==> src/rtl/tensor_feed_sequencer.sv <==
// Operand feeder for the systolic array: pops lane FIFOs, skews lane i by i cycles, sequences load/mult/acc.
// Optional stall counter output is enabled by defining TENSOR_FEED_PERF_EN.
module tensor_feed_sequencer #(
    parameter int unsigned DATAWIDTH = 14,
    parameter int unsigned SIZE      = 8,
    parameter int unsigned KLEN_W    = 10
) (
    input  logic                      clk,
    input  logic                      reset,
    input  logic                      start,
    input  logic [KLEN_W-1:0]         k_len,
    input  logic [SIZE*DATAWIDTH-1:0] a_fifo_q,
    input  logic [SIZE-1:0]           a_fifo_empty,
    input  logic [SIZE*DATAWIDTH-1:0] b_fifo_q,
    input  logic [SIZE-1:0]           b_fifo_empty,
    output logic [SIZE-1:0]           a_fifo_rdreq,
    output logic [SIZE-1:0]           b_fifo_rdreq,
    output logic [SIZE*DATAWIDTH-1:0] a_in,
    output logic [SIZE*DATAWIDTH-1:0] b_in,
    output logic                      load_en,
    output logic                      mult_en,
    output logic                      acc_en,
    output logic                      busy,
    output logic                      done
`ifdef TENSOR_FEED_PERF_EN
    ,
    output logic [15:0]               stall_cycles
`endif
);

    localparam int unsigned FCNT_W = $clog2(SIZE + 1);

    localparam logic [2:0] S_IDLE   = 3'd0;
    localparam logic [2:0] S_CLEAR  = 3'd1;
    localparam logic [2:0] S_STREAM = 3'd2;
    localparam logic [2:0] S_FLUSH  = 3'd3;
    localparam logic [2:0] S_DONE   = 3'd4;

    logic [2:0]        state, state_nxt;
    logic [KLEN_W-1:0] kcnt, kcnt_nxt;
    logic [FCNT_W-1:0] fcnt, fcnt_nxt;
    logic              pop, stall, shift;
    logic [SIZE-1:0]   out_valid;

    // A pop needs every A and B lane to have data so the wavefront stays aligned
    assign pop   = (state == S_STREAM) && !(|a_fifo_empty) && !(|b_fifo_empty);
    assign stall = (state == S_STREAM) && !pop;
    assign shift = !stall;

    always_ff @(posedge clk) begin
        if (reset) begin
            state <= S_IDLE;
            kcnt  <= '0;
            fcnt  <= '0;
        end else begin
            state <= state_nxt;
            kcnt  <= kcnt_nxt;
            fcnt  <= fcnt_nxt;
        end
    end

    always_comb begin
        state_nxt = state;
        kcnt_nxt  = kcnt;
        fcnt_nxt  = fcnt;
        case (state)
            S_IDLE: begin
                if (start) begin
                    state_nxt = S_CLEAR;
                    kcnt_nxt  = k_len;
                end
            end
            S_CLEAR: begin
                fcnt_nxt  = '0;
                state_nxt = (kcnt != '0) ? S_STREAM : S_DONE;
            end
            S_STREAM: begin
                if (pop) begin
                    kcnt_nxt = kcnt - KLEN_W'(1);
                    if (kcnt == KLEN_W'(1)) begin
                        state_nxt = S_FLUSH;
                        fcnt_nxt  = '0;
                    end
                end
            end
            S_FLUSH: begin
                fcnt_nxt = fcnt + FCNT_W'(1);
                if (fcnt == FCNT_W'(SIZE - 1)) begin
                    state_nxt = S_DONE;
                end
            end
            S_DONE:  state_nxt = S_IDLE;
            default: state_nxt = S_IDLE;
        endcase
    end

    assign load_en      = (state == S_CLEAR);
    assign busy         = (state == S_CLEAR) || (state == S_STREAM) || (state == S_FLUSH);
    assign done         = (state == S_DONE);
    assign a_fifo_rdreq = {SIZE{pop}};
    assign b_fifo_rdreq = {SIZE{pop}};
    assign mult_en      = !stall && (|out_valid);
    assign acc_en       = !stall && (|out_valid);

    // Lane i: shift chain of depth i+1; invalid slots carry zero data
    for (genvar i = 0; i < SIZE; i++) begin : g_lane
        logic [i:0][DATAWIDTH-1:0] a_sr, b_sr;
        logic [i:0]                v_sr;
        logic [DATAWIDTH-1:0]      a_new, b_new;

        assign a_new = pop ? a_fifo_q[i*DATAWIDTH +: DATAWIDTH] : '0;
        assign b_new = pop ? b_fifo_q[i*DATAWIDTH +: DATAWIDTH] : '0;

        if (i == 0) begin : g_d1
            always_ff @(posedge clk) begin
                if (reset) begin
                    a_sr <= '0;
                    b_sr <= '0;
                    v_sr <= '0;
                end else if (shift) begin
                    a_sr <= a_new;
                    b_sr <= b_new;
                    v_sr <= pop;
                end
            end
        end else begin : g_dn
            always_ff @(posedge clk) begin
                if (reset) begin
                    a_sr <= '0;
                    b_sr <= '0;
                    v_sr <= '0;
                end else if (shift) begin
                    a_sr <= {a_sr[i-1:0], a_new};
                    b_sr <= {b_sr[i-1:0], b_new};
                    v_sr <= {v_sr[i-1:0], pop};
                end
            end
        end

        assign a_in[i*DATAWIDTH +: DATAWIDTH] = a_sr[i];
        assign b_in[i*DATAWIDTH +: DATAWIDTH] = b_sr[i];
        assign out_valid[i]                   = v_sr[i];
    end

`ifdef TENSOR_FEED_PERF_EN
    // Saturating count of stalled STREAM cycles, restarted by each accepted start
    always_ff @(posedge clk) begin
        if (reset) begin
            stall_cycles <= '0;
        end else if ((state == S_IDLE) && start) begin
            stall_cycles <= '0;
        end else if (stall && (stall_cycles != 16'hFFFF)) begin
            stall_cycles <= stall_cycles + 16'd1;
        end
    end
`endif

endmodule

==> config.mk <==
export PLATFORM = sky130hd
export DESIGN_NAME = tensor_feed_sequencer
export DESIGN_NICKNAME = d
export VERILOG_FILES = /design/src/rtl/tensor_feed_sequencer.sv
export SDC_FILE = /design/constraint.sdc
export NUM_CORES = 2
export LEC_CHECK = 0
export ABC_AREA = 1
export CAP_MARGIN = 25
export CORE_ASPECT_RATIO = 1.4
export CORE_MARGIN = 2
export CORE_UTILIZATION = 55
export DETAILED_ROUTE_END_ITERATION = 10
export MAX_ROUTING_LAYER = met4
export PLACE_DENSITY = 0.92
export SYNTH_ARGS = -nofsm -noshare
export SYNTH_HDL_FRONTEND = slang
export SYNTH_SLANG_ARGS = --single-unit
==> constraint.sdc <==
create_clock -name clk -period 4.7 [get_ports clk]
set_input_delay 1.41 -clock clk [delete_from_list [all_inputs] [get_ports clk]]
set_output_delay 1.41 -clock clk [all_outputs]
set_load 0.005 [all_outputs]
# After elaboration in Yosys (flattened, before gate mapping)
# Cells that the tools add are included.
[classes] addsub=2 n_eq_ne=10 muxes=28 n_reduce_logical=20
[op_table] operator="14-bit 2-to-1 mux" count=16
[op_table] operator="8-bit OR reduction" count=3
[op_table] operator="10-bit 2-to-1 mux" count=2
[op_table] operator="10-bit one-hot mux with 2 select lines" count=1
[op_table] operator="3-bit 2-to-1 mux" count=5
[op_table] operator="3-bit one-hot mux with 4 select lines" count=1
[op_table] operator="4-bit one-hot mux with 3 select lines" count=1
[op_table] operator="10-bit by 1-bit equality test with 1-bit output, second input constant" count=1
[op_table] operator="10-bit nonzero test" count=1
[op_table] operator="10-bit by 1-bit subtractor with 10-bit output, second input constant" count=1
[op_table] operator="4-bit 2-to-1 mux" count=2
[op_table] operator="3-bit by 2-bit equality test with 1-bit output, second input constant" count=2
[op_table] operator="2-bit != test, second input constant" count=3
[op_table] operator="3-bit AND reduction" count=2
[op_table] operator="4-bit by 1-bit adder with 4-bit output, second input constant" count=1
[op_table] operator="4-bit by 3-bit equality test with 1-bit output, second input constant" count=1
[op_table] operator="1-bit logical AND" count=4
[op_table] operator="1-bit logical NOT" count=4
[op_table] operator="4-bit AND reduction" count=1
[op_table] operator="3-bit by 1-bit equality test with 1-bit output, second input constant" count=1
[op_table] operator="3-bit equality test, second input constant" count=1
[op_table] operator="3-bit logical NOT" count=1
[op_table] operator="3-bit nonzero test" count=1
[op_table] operator="1-bit logical OR" count=2
[op_table] operator="other kinds (2)" count=2
[word_totals] regBits=1061 inputBits=253 output_inout_bits=245 elab_cells=143

# Depth between registers and ports, before layout
[logic_depth] depth_word=8 ltp_mapped=11 mapped_depth_nobuf=9

# Least setup slack after synthesis
# No wires, ideal clock.
[synth_timing] kind="input to output" start="input a_fifo_empty[7]" end="output a_fifo_rdreq[0]" t_arrival_ps=2674 t_required_ps=3290 slack_ps=616 cell_stages=7 path_buffers=2 cell_sequence="nor2_1 -> nand2_1 -> nor2_1 -> nand3_1 -> inv_2 -> clkbuf_1 -> buf_4"
[synth_via] elab_chain_cells=4
[synth_rtl] item="start, declared" line="13" rtl="input logic [SIZE-1:0] a_fifo_empty,"
[synth_rtl] item="8-bit OR reduction" line="46" rtl="assign pop = (state == S_STREAM) && !(|a_fifo_empty) && !(|b_fifo_empty);"
[synth_rtl] item="1-bit logical NOT" line="46"
[synth_rtl] item="1-bit logical AND (2 in series)" line="46"
[synth_rtl] item="end, declared" line="16" rtl="output logic [SIZE-1:0] a_fifo_rdreq,"
# Every way passes these cells.

# Final worst setup path
[layout_timing] start="input b_fifo_empty[6]" end="output b_fifo_rdreq[5]"
[layout_via] elab_chain_cells=3
[layout_rtl] item="start, declared" line="15" rtl="input logic [SIZE-1:0] b_fifo_empty,"
[layout_rtl] item="8-bit OR reduction" line="46"
[layout_rtl] item="1-bit logical NOT" line="46"
[layout_rtl] item="1-bit logical AND" line="46"
[layout_rtl] item="end, declared" line="17" rtl="output logic [SIZE-1:0] b_fifo_rdreq,"
# Every way passes these cells.

==> metrics <==
Post-DRT Antenna Nets=0; setup TNS=0 ps; final hold slack=458 ps; fmax=approximately 0.22 GHz; hold_sp=g_lane[1].b_sr[6]; final period utilization=0.972; Hold Crit Depth=2; worst reg-to-reg setup slack=1440 ps; min setup slack post-route=between 100 and 150 ps; Warnings, synthesis=0; Final Setup Violations=0; DR pass1 iterations=8; Clock Tree Buf Depth=3; Syn Area/Cell=roughly 8 um2; total grt overflow=0; Die Width=~220 um; synth top area cells=dfxtp_1 (55%), nor2_1 (16%), o21ai_0 (7.8%); Initial Util=0.555; unrepaired setup endpoints after global routing=false; VDD IR max=about 0.46 mV; CP arrival=about 3200 ps; CP Max Fanout=30; GRT met3 Usage=0.0530; final hold vios=0; measured slew at the worst slew-check pin=roughly 900 ps; placed instance area=between 0.04 and 0.05 mm2; reg2reg end=g_lane[5].b_sr[12]; Slew Limit Headroom=0.382; status=completed; GRT Max-Usage Layer=met2; sequential element share of the synthesized area=0.550; Yosys top cell by area=dfxtp_1; initial DRC count=2115; worst hold-check path type=reg2reg; TritonCTS clock tree=done; met1 usage=0.276; Reg clk slew, reported paths=approximately 60 ps; dpl hpwl=around 50 mm; largest net degree at the start of global routing=241; commonest non-fill, non-tap cells in the layout=nor2_1 (1636), dfxtp_1 (1033), o21ai_0 (583); dpl ws=between 150 and 200 ps; share of cells above drive strength 1=0.0431; worst r2r path cells=9; worst reg2reg startpoint=state[0]; design area=0.0443 mm2; max_cap viols=0; I/O Pins=between 400 and 500; routed vias/inst=slightly above 5; Seq cells post-synth=between 1000 and 1500; CTS Sinks=~1000; leak pwr=18.8 nW; total wire length=approximately 84 mm; element type at the critical path start=primary input; vias in the first global route=approximately 28000; Setup Buffers After CTS=0; Vias=approximately 30000; dpl cells=around 5700; IO buf count=between 400 and 500; worst clock skew=roughly 24 ps; Final Critical Period=between 4000 and 5000 ps; crit end category=output pin; Root Buffer=clkbuf_16; Die Ht=313 um; Tot GR Track Use=0.238; drc violations=0; Rows=113; Post-Synthesis Cells=about 4800; Mapped Nets=between 5000 and 6000; synth unique cells=27; CTS Buf Count=95; share of the synthesized area in the top cell type=0.550; Clock Latency Late Sink=roughly 660 ps; hold buffer count at CTS=0; antenna violations before repair=8; power density cells=651 mW/mm2; WHS Endpoint=g_lane[1].b_sr[6]; number of nets in the layout=between 5000 and 6000; Setup CP Type=in2out; post-DR wirelength/cell=about 14 um; GPL Wtd Cong=0.842; core box area=0.0677 mm2; Worst EP required=around 3300 ps; H-tree Lvls=3; Netlist Area Pre-Place=between 0.03 and 0.04 mm2; Post-Layout Cell Count=between 5000 and 6000; Filler cells=5305; Die ar.=around 0.07 mm2; routing usage on met2=0.398; synthesis-to-finish area growth=17.8%; first-pass GRT wire length=about 140 mm; most common cell after layout, fill and taps aside=nor2_1; Post-CTS Resized=0; max-slew violations=0
## Yosys cell counts (all sizes together)
cell type,count
nor2,1637
dfxtp,1033
o21ai,800
nand2,509
buf,352
a21oi,235
clkbuf,203
inv,22
nand3,15
nor3,4
ha,3
nand4,3
or2,3
xor2,3
nor4,2
a21o,1
a31oi,1
and2,1
o21a,1
## through the flow
step	power, mW	utilization
after floorplan	19.0	-
after global placement	20.6	0.604
after detailed placement	20.9	0.604
after CTS	29.0	0.653
after global routing	30.8	0.654
final	28.8	0.654
## power by group
part           switching (mW)  leakage (nW)  internal (mW)
Clock                    3.34          1.64           4.63
Combinational            5.08          8.77           3.24
Sequential               1.27          8.42           11.3
Total                    9.69          18.8           19.1
## flip-flops by register name, summed over array words and instances, names as in the netlist
name / cells
state: 3
a_in: 98
g_lane.b_sr: 406
g_lane.a_sr: 406
fcnt: 4
kcnt: 10
g_lane.v_sr: 8
b_in: 98
## worst max-delay path by stage
stage                         start              end  slack [ps]  cells after the start
floorplan           a_fifo_empty[7]  a_fifo_rdreq[0]         620                      7
global placement    b_fifo_empty[6]           acc_en         180                      8
detailed placement  b_fifo_empty[6]  b_fifo_rdreq[5]         150                      7
CTS                 b_fifo_empty[6]  b_fifo_rdreq[1]         150                      7
global route        b_fifo_empty[6]           acc_en          50                      8
finish              b_fifo_empty[6]  b_fifo_rdreq[5]         130                      7
## kinds of logic after synthesis
| kind of cell | synth area share |
|---|---|
| buffers and inverters | 0.0908 |
| AOI/OAI and AO/OA | 0.138 |
| adders and majority gates | 0.000999 |
| and+or+nand+nor | 0.219 |
| xor gates and xnor gates | 0.000699 |
| DFF | 0.550 |
## critical path, stage by stage
cell and delay [ps]:
clkdlybuf4s50_1 460, nor2_1 110, nand2_1 60, nor2_1 150, nand3_1 210, inv_8 200, clkdlybuf4s50_1 550
## per-layer routing
layer	wire length (um)	vias up
met3	5470	171
li1	-	15400
met4	2700	0
met1	34500	13700
met2	40800	737
met5	0	-
## area by class of cell
type / instances / area, um2 / area share
Inverter: 22 / 97.6 / 0.00220
Multi-Input combinational cell: 3218 / 13500 / 0.305
Tap cell: 862 / 1080 / 0.0244
Timing Repair Buffer: 540 / 5570 / 0.126
Clock buffer: 145 / 2900 / 0.0655
Antenna cell: 10 / 25.0 / 0.000565
Sequential cell: 1033 / 20700 / 0.467
Clock inverter: 34 / 410 / 0.00927
No activity file was read; power rests on OpenSTA's default activity.
